## config.mk

```make
export PLATFORM = sky130hd
export DESIGN_NAME = our_mem_access_logger
export DESIGN_NICKNAME = d
export VERILOG_FILES = /design/src/rtl/our_mem_access_logger.sv
export SDC_FILE = /design/constraint.sdc
export NUM_CORES = 2
export LEC_CHECK = 0
export BUFFER_PORTS_ARGS = -buffer_cell sky130_fd_sc_hd__buf_2
export CAP_MARGIN = 30
export CORE_ASPECT_RATIO = 1.5
export CORE_MARGIN = 2
export CORE_UTILIZATION = 55
export CTS_BUF_LIST = sky130_fd_sc_hd__clkbuf_16
export DETAILED_ROUTE_END_ITERATION = 10
export PLACE_DENSITY = 0.88
export SYNTH_ARGS = -nofsm -noshare
export SYNTH_HDL_FRONTEND = slang
export SYNTH_SLANG_ARGS = --single-unit
```

## constraint.sdc

```tcl
create_clock -name pll_core_cpuclk -period 12.6 [get_ports pll_core_cpuclk]
set_input_delay 0.63 -clock pll_core_cpuclk [delete_from_list [all_inputs] [get_ports pll_core_cpuclk]]
set_output_delay 0.63 -clock pll_core_cpuclk [all_outputs]
set_load 0.03 [all_outputs]
```

## src/rtl/our_mem_access_logger.sv

```systemverilog
// Passive trace logger for the 128-bit SRAM request bus: captures every access into an ordered
// FIFO, latches the tohost exit code and counts entries dropped on overflow.
module our_mem_access_logger #(
  parameter int unsigned           ADDR_WIDTH  = 21,
  parameter int unsigned           DATA_WIDTH  = 128,
  parameter int unsigned           DEPTH       = 16,
  parameter logic [ADDR_WIDTH-1:0] TOHOST_ADDR = 21'h1F_FFF0
) (
  input  logic                    pll_core_cpuclk,
  input  logic                    pad_cpu_rst_b,
  input  logic                    log_en_i,
  input  logic                    mem_req_i,
  input  logic [ADDR_WIDTH-1:0]   mem_addr_i,
  input  logic [DATA_WIDTH-1:0]   mem_wdata_i,
  input  logic [DATA_WIDTH-1:0]   mem_strb_i,
  input  logic                    mem_we_i,
  input  logic [DATA_WIDTH-1:0]   mem_rdata_i,
  output logic                    trc_valid_o,
  input  logic                    trc_ready_i,
  output logic                    trc_we_o,
  output logic [ADDR_WIDTH-1:0]   trc_addr_o,
  output logic [DATA_WIDTH-1:0]   trc_data_o,
  output logic [DATA_WIDTH/8-1:0] trc_be_o,
  output logic                    done_o,
  output logic [30:0]             exit_code_o,
  output logic                    overflow_o,
  output logic [15:0]             drop_cnt_o,
  output logic                    strb_err_o
);

  localparam int unsigned PtrW = (DEPTH > 1) ? $clog2(DEPTH) : 1;
  localparam int unsigned CntW = PtrW + 1;
  localparam int unsigned BeW  = DATA_WIDTH / 8;

  // ---------------------------------------------------------------------------------------------
  // Capture stage
  // ---------------------------------------------------------------------------------------------
  logic                  w_cap_en;
  logic [BeW-1:0]        w_req_be;
  logic                  r_cap_vld;
  logic                  r_cap_we;
  logic [ADDR_WIDTH-1:0] r_cap_addr;
  logic [BeW-1:0]        r_cap_be;
  logic [DATA_WIDTH-1:0] r_cap_data;
  logic [DATA_WIDTH-1:0] w_ent_data;

  assign w_cap_en = mem_req_i & log_en_i;

  always_comb begin
    w_req_be = '0;
    for (int unsigned i = 0; i < BeW; i++) begin
      w_req_be[i] = mem_strb_i[8*i];
    end
  end

  always_ff @(posedge pll_core_cpuclk or negedge pad_cpu_rst_b) begin
    if (!pad_cpu_rst_b) begin
      r_cap_vld  <= 1'b0;
      r_cap_we   <= 1'b0;
      r_cap_addr <= '0;
      r_cap_be   <= '0;
      r_cap_data <= '0;
    end else begin
      r_cap_vld <= w_cap_en;
      if (w_cap_en) begin
        r_cap_we   <= mem_we_i;
        r_cap_addr <= mem_addr_i;
        r_cap_be   <= mem_we_i ? w_req_be : '0;
        r_cap_data <= mem_wdata_i;
      end
    end
  end

  // Read data arrives one cycle after the request, i.e. while the entry sits in the capture stage.
  assign w_ent_data = r_cap_we ? r_cap_data : mem_rdata_i;

  // ---------------------------------------------------------------------------------------------
  // Trace FIFO
  // ---------------------------------------------------------------------------------------------
  logic                  r_mem_we   [DEPTH];
  logic [ADDR_WIDTH-1:0] r_mem_addr [DEPTH];
  logic [BeW-1:0]        r_mem_be   [DEPTH];
  logic [DATA_WIDTH-1:0] r_mem_data [DEPTH];

  logic [PtrW-1:0]       r_wr_ptr;
  logic [PtrW-1:0]       r_rd_ptr;
  logic [PtrW-1:0]       w_rd_ptr_d;
  logic [CntW-1:0]       r_count;
  logic [CntW-1:0]       w_count_d;
  logic                  w_full;
  logic                  w_pop;
  logic                  w_push;
  logic                  w_push_acc;
  logic                  w_drop;
  logic                  w_bypass;

  logic                  w_head_we;
  logic [ADDR_WIDTH-1:0] w_head_addr;
  logic [BeW-1:0]        w_head_be;
  logic [DATA_WIDTH-1:0] w_head_data;
  logic                  r_head_we;
  logic [ADDR_WIDTH-1:0] r_head_addr;
  logic [BeW-1:0]        r_head_be;
  logic [DATA_WIDTH-1:0] r_head_data;

  assign w_full     = (r_count == CntW'(DEPTH));
  assign w_pop      = trc_valid_o & trc_ready_i;
  assign w_push     = r_cap_vld;
  assign w_push_acc = w_push & (~w_full | w_pop);
  assign w_drop     = w_push & w_full & ~w_pop;

  always_comb begin
    w_rd_ptr_d = r_rd_ptr + PtrW'(w_pop);
    w_count_d  = r_count;
    if (w_push_acc && !w_pop) begin
      w_count_d = r_count + CntW'(1);
    end else if (!w_push_acc && w_pop) begin
      w_count_d = r_count - CntW'(1);
    end
  end

  always_ff @(posedge pll_core_cpuclk or negedge pad_cpu_rst_b) begin
    if (!pad_cpu_rst_b) begin
      r_wr_ptr <= '0;
      r_rd_ptr <= '0;
      r_count  <= '0;
    end else begin
      if (w_push_acc) begin
        r_wr_ptr <= r_wr_ptr + PtrW'(1);
      end
      r_rd_ptr <= w_rd_ptr_d;
      r_count  <= w_count_d;
    end
  end

  always_ff @(posedge pll_core_cpuclk) begin
    if (w_push_acc) begin
      r_mem_we[r_wr_ptr]   <= r_cap_we;
      r_mem_addr[r_wr_ptr] <= r_cap_addr;
      r_mem_be[r_wr_ptr]   <= r_cap_be;
      r_mem_data[r_wr_ptr] <= w_ent_data;
    end
  end

  // The next head is the slot rd_ptr will point at; if that slot is being written this very
  // cycle (FIFO empty or draining its last entry) the incoming entry is forwarded instead.
  always_comb begin
    w_bypass = w_push_acc & (r_wr_ptr == w_rd_ptr_d);
    if (w_bypass) begin
      w_head_we   = r_cap_we;
      w_head_addr = r_cap_addr;
      w_head_be   = r_cap_be;
      w_head_data = w_ent_data;
    end else begin
      w_head_we   = r_mem_we[w_rd_ptr_d];
      w_head_addr = r_mem_addr[w_rd_ptr_d];
      w_head_be   = r_mem_be[w_rd_ptr_d];
      w_head_data = r_mem_data[w_rd_ptr_d];
    end
  end

  always_ff @(posedge pll_core_cpuclk or negedge pad_cpu_rst_b) begin
    if (!pad_cpu_rst_b) begin
      r_head_we   <= 1'b0;
      r_head_addr <= '0;
      r_head_be   <= '0;
      r_head_data <= '0;
    end else if (w_count_d != '0) begin
      r_head_we   <= w_head_we;
      r_head_addr <= w_head_addr;
      r_head_be   <= w_head_be;
      r_head_data <= w_head_data;
    end
  end

  assign trc_valid_o = (r_count != '0);
  assign trc_we_o    = r_head_we;
  assign trc_addr_o  = r_head_addr;
  assign trc_be_o    = r_head_be;
  assign trc_data_o  = r_head_data;

  // ---------------------------------------------------------------------------------------------
  // Status: overflow, strobe check, tohost
  // ---------------------------------------------------------------------------------------------
  logic        w_strb_mixed;
  logic        w_tohost_hit;
  logic        r_overflow;
  logic [15:0] r_drop_cnt;
  logic        r_strb_err;
  logic        r_done;
  logic [30:0] r_exit_code;

  always_comb begin
    w_strb_mixed = 1'b0;
    for (int unsigned i = 0; i < BeW; i++) begin
      if (mem_strb_i[8*i +: 8] != 8'h00 && mem_strb_i[8*i +: 8] != 8'hFF) begin
        w_strb_mixed = 1'b1;
      end
    end
  end

  assign w_tohost_hit = mem_req_i & mem_we_i & (mem_addr_i == TOHOST_ADDR) &
                        mem_strb_i[0] & mem_wdata_i[0];

  always_ff @(posedge pll_core_cpuclk or negedge pad_cpu_rst_b) begin
    if (!pad_cpu_rst_b) begin
      r_overflow  <= 1'b0;
      r_drop_cnt  <= '0;
      r_strb_err  <= 1'b0;
      r_done      <= 1'b0;
      r_exit_code <= '0;
    end else begin
      if (w_drop) begin
        r_overflow <= 1'b1;
        if (r_drop_cnt != 16'hFFFF) begin
          r_drop_cnt <= r_drop_cnt + 16'd1;
        end
      end
      if (mem_req_i && mem_we_i && w_strb_mixed) begin
        r_strb_err <= 1'b1;
      end
      // First tohost write wins until the next reset.
      if (w_tohost_hit && !r_done) begin
        r_done      <= 1'b1;
        r_exit_code <= mem_wdata_i[31:1];
      end
    end
  end

  assign overflow_o  = r_overflow;
  assign drop_cnt_o  = r_drop_cnt;
  assign strb_err_o  = r_strb_err;
  assign done_o      = r_done;
  assign exit_code_o = r_exit_code;

endmodule
```

==> reports/qor.txt <==
status = complete, no violations
Worst setup SP type = flop
Max Cap Violations = 0
share of cells above drive strength 1 = 33.8%
Root Driver = clkbuf_16
dpl ws = 6.44 ns
Port Buffers = 627
Residual DRC = 0
Leakage = 49.6 nW
Max H-tree Level = 5
worst path arrival time = 6.97 ns
final wirelength = 302000 µm
Post-synth ARST share = 13.0%
Worst Tran Pin Value = 1.25 ns
reg2reg setup slack = 6.34 ns
vias per cell = 6.48
Pins Over Slew Limit = 0
global route total overflow = 0
average cell area after synthesis = 21.7 µm²
Slew headroom = 16.5%
largest net degree at the start of global routing = 124
critical path's largest stage delay = 0.87 ns
Final WS setup = 6.34 ns
fmax = 160 MHz
GP Congestion = 0.752
CP max FO = 63
final hold vios = 0
Internal Power = 22.4 mW
FP Rows = 210
setup TNS = 0 ns
Hold-fix buffers, CTS = 121
R2R Path End = trc_addr_o[13]
Top Ports = 628
Hold Crit Depth = 2
Max VDD drop = 0.000282 V
Core Area = 218000 µm²
antenna violations before repair = 15
Detailed Route Iter0 Violations = 7884
post-synthesis sequential area ratio = 74.7%
Distinct cells, synth = 50
Post-synth EDFFs = 2656
Post-Layout Inst Area = 138000 µm²
Fin Clk Skew = 0.0572 ns
RSZ-0062 raised after global routing = false
Hold Crit Class = in -> reg
clock slew at reported path FFs = 0.07 ns
power per cell area = 242 nW/µm²
Clock Path Buffers = 4
DRT Pass-1 Iters = 8
Tot Pwr = 33.3 mW
Reg2Reg Depth = 15
most common cell after layout, fill and taps aside = edfxtp_1
critical path class = reg -> reg
Total GRT Usage = 26.9%
total vias in the final route = 61500
sequential share of power = 38.3%
Die ar. = 222000 µm²
DP HPWL = 151000 µm
min-delay src = mem_wdata_i[29]
clock latency on the worst-skew pair = 0.87 ns
CTS tree = built
crit share post-route = 49.7%
P_sw = 10.9 mW
Final Critical Period = 6.26 ns
Yosys reg bits = 3052
Syn Inst Count = 5531
CTS resizes = 0
first-pass GRT wire length = 434000 µm
Worst setup EP type = flop
CP Cell Sequence = inv_1 -> ha_1 -> nor4b_4 -> nor2b_1 -> ha_4 -> ha_4 -> buf_4 -> buf_4 -> buf_4 -> buf_16 -> mux4_2 -> mux2i_1 -> mux2i_1 -> mux2_2 -> mux2_2
Synth Flop Type = edfxtp_1
Worst R2R Start = r_count[1]
most frequent cells in the layout = edfxtp_1 (2656), mux2i_1 (755), mux4_2 (664), buf_2 (626), dfrtp_1 (395)
clock share of power = 26.0%
Syn Nets = 5951
Antenna Nets Post-Route = 0
yosys warns = 0
Hold EP = exit_code_o[28]
Die Y = 576 µm
Area growth syn-to-layout = 14.6%
placed inst area = 127000 µm²
CP max-delay cell = buf_4
clock sinks = 3052
critical path data required time = 13.31 ns
Combinational Power Share = 35.7%
Num CTS Buffers = 280
Die Wd = 385 µm
sw frac = 32.7%
Setup-failing EPs final = 0
area leader, netlist = edfxtp_1
final core utilization = 63.2%
Area contributors post-synth = edfxtp_1 (66%), mux4_2 (12%), dfrtp_1 (8.3%), mux2i_1 (6.3%), mux2_2 (3.5%)
# Post-CTS Setup Buffers = 0
top-area cell type share of the netlist area = 66.4%
wire length per cell = 31.8 µm
Initial Util = 55.2%
Mapped Area = 120000 µm²
vias in the first global route = 64700
Final nets = 6818
Most Frequent Cell on Critical Path = buf_4
[per-layer routing]
| layer | vias to the layer above | routed length, µm | GRT usage (%) |
|---|---|---|---|
| li1 | 24400 | - | - |
| met1 | 32200 | 107000 | 34.8 |
| met2 | 4133 | 154000 | 45.5 |
| met3 | 687 | 30800 | 5.28 |
| met4 | 4 | 10600 | 9.51 |
| met5 | - | 27 | 0 |
[state kept, by name, summed over array words and instances, names as in the netlist, 5 cells and up]
| name | flops |
|---|---|
| r_mem_be | 256 |
| exit_code_o | 31 |
| trc_data_o | 128 |
| r_mem_data | 2048 |
| trc_addr_o | 21 |
| r_cap_be | 16 |
| r_mem_addr | 336 |
| r_cap_addr | 21 |
| drop_cnt_o | 16 |
| r_cap_data | 128 |
| r_count | 5 |
| r_mem_we | 16 |
| trc_be_o | 16 |
[metrics by stage]
step,instances,hold slack (ns)
2_1_floorplan,5531,0.334
3_3_place_gp,8840,0.448
3_5_place_dp,8849,0.465
4_1_cts,9474,0.000979
5_1_grt,9488,0.0162
6_report,9490,0.0465
[power by group through the flow]
stage | Sequential (mW) | Combinational [mW] | Clock [mW]
floorplan | 13.3 | 8.12 | 0
global route | 12.8 | 12.6 | 9.08
CTS | 12.7 | 11.9 | 8.74
finish | 12.7 | 11.9 | 8.65
detailed placement | 12.9 | 11.6 | 0
global placement | 12.9 | 11.1 | 0
[critical path, delay by kind of cell (launching register included)]
family	cells	cell delay (ns)
buf+inv	5	2.51
fa+ha+maj	3	1.29
mux	5	1.28
flops	1	0.44
simple gates	2	0.43
[how the worst max path moves through the flow]
stage          cells past startpoint        from                end
2_1_floorplan                      8  r_count[0]  r_mem_addr[15][0]
3_3_place_gp                      14  r_count[1]     trc_addr_o[14]
3_5_place_dp                      13  r_count[1]     trc_data_o[40]
4_1_cts                           13  r_count[1]     trc_data_o[40]
5_1_grt                           15  r_count[1]     trc_addr_o[13]
6_report                          15  r_count[1]     trc_addr_o[13]
[cell type report]
class	count	area (µm²)
clock buffers	284	7110
multi-input cells	2060	28800
inverters	136	518
repair buffers	868	5800
clock inverters	220	2100
flip-flops and latches	3052	89700
well taps	2862	3580
diodes	8	20.0
fillers	13600	80000
[synth_stat cells (4+ instances only)]
master / instances
edfxtp_1: 2656
mux2i_1: 755
mux4_2: 664
dfrtp_1: 396
mux2_2: 373
inv_1: 135
clkbuf_1: 112
buf_2: 106
nand4_1: 49
buf_1: 41
nand2_1: 35
nor4_1: 35
xnor2_1: 20
buf_4: 19
o21ai_0: 19
a22o_1: 16
nor2_1: 16
mux2_4: 12
ha_1: 9
nor3_1: 8
xor2_1: 7
buf_6: 5
nand3_1: 5
nand2b_1: 4
[logic make-up (layout without fill, tap and decap cells)]
logic type / after synthesis / in the layout / share of synthesized area [%]
compound gates: 49 / 49 / 0.288
xor+xnor: 27 / 27 / 0.197
fa+ha+maj: 9 / 9 / 0.0938
buf+inv: 419 / 1508 / 1.51
flops: 3052 / 3052 / 74.7
mux: 1804 / 1804 / 22.4
other cells: 0 / 8 / 0
simple gates: 171 / 171 / 0.806
No activity file was read; power rests on OpenSTA's default activity.
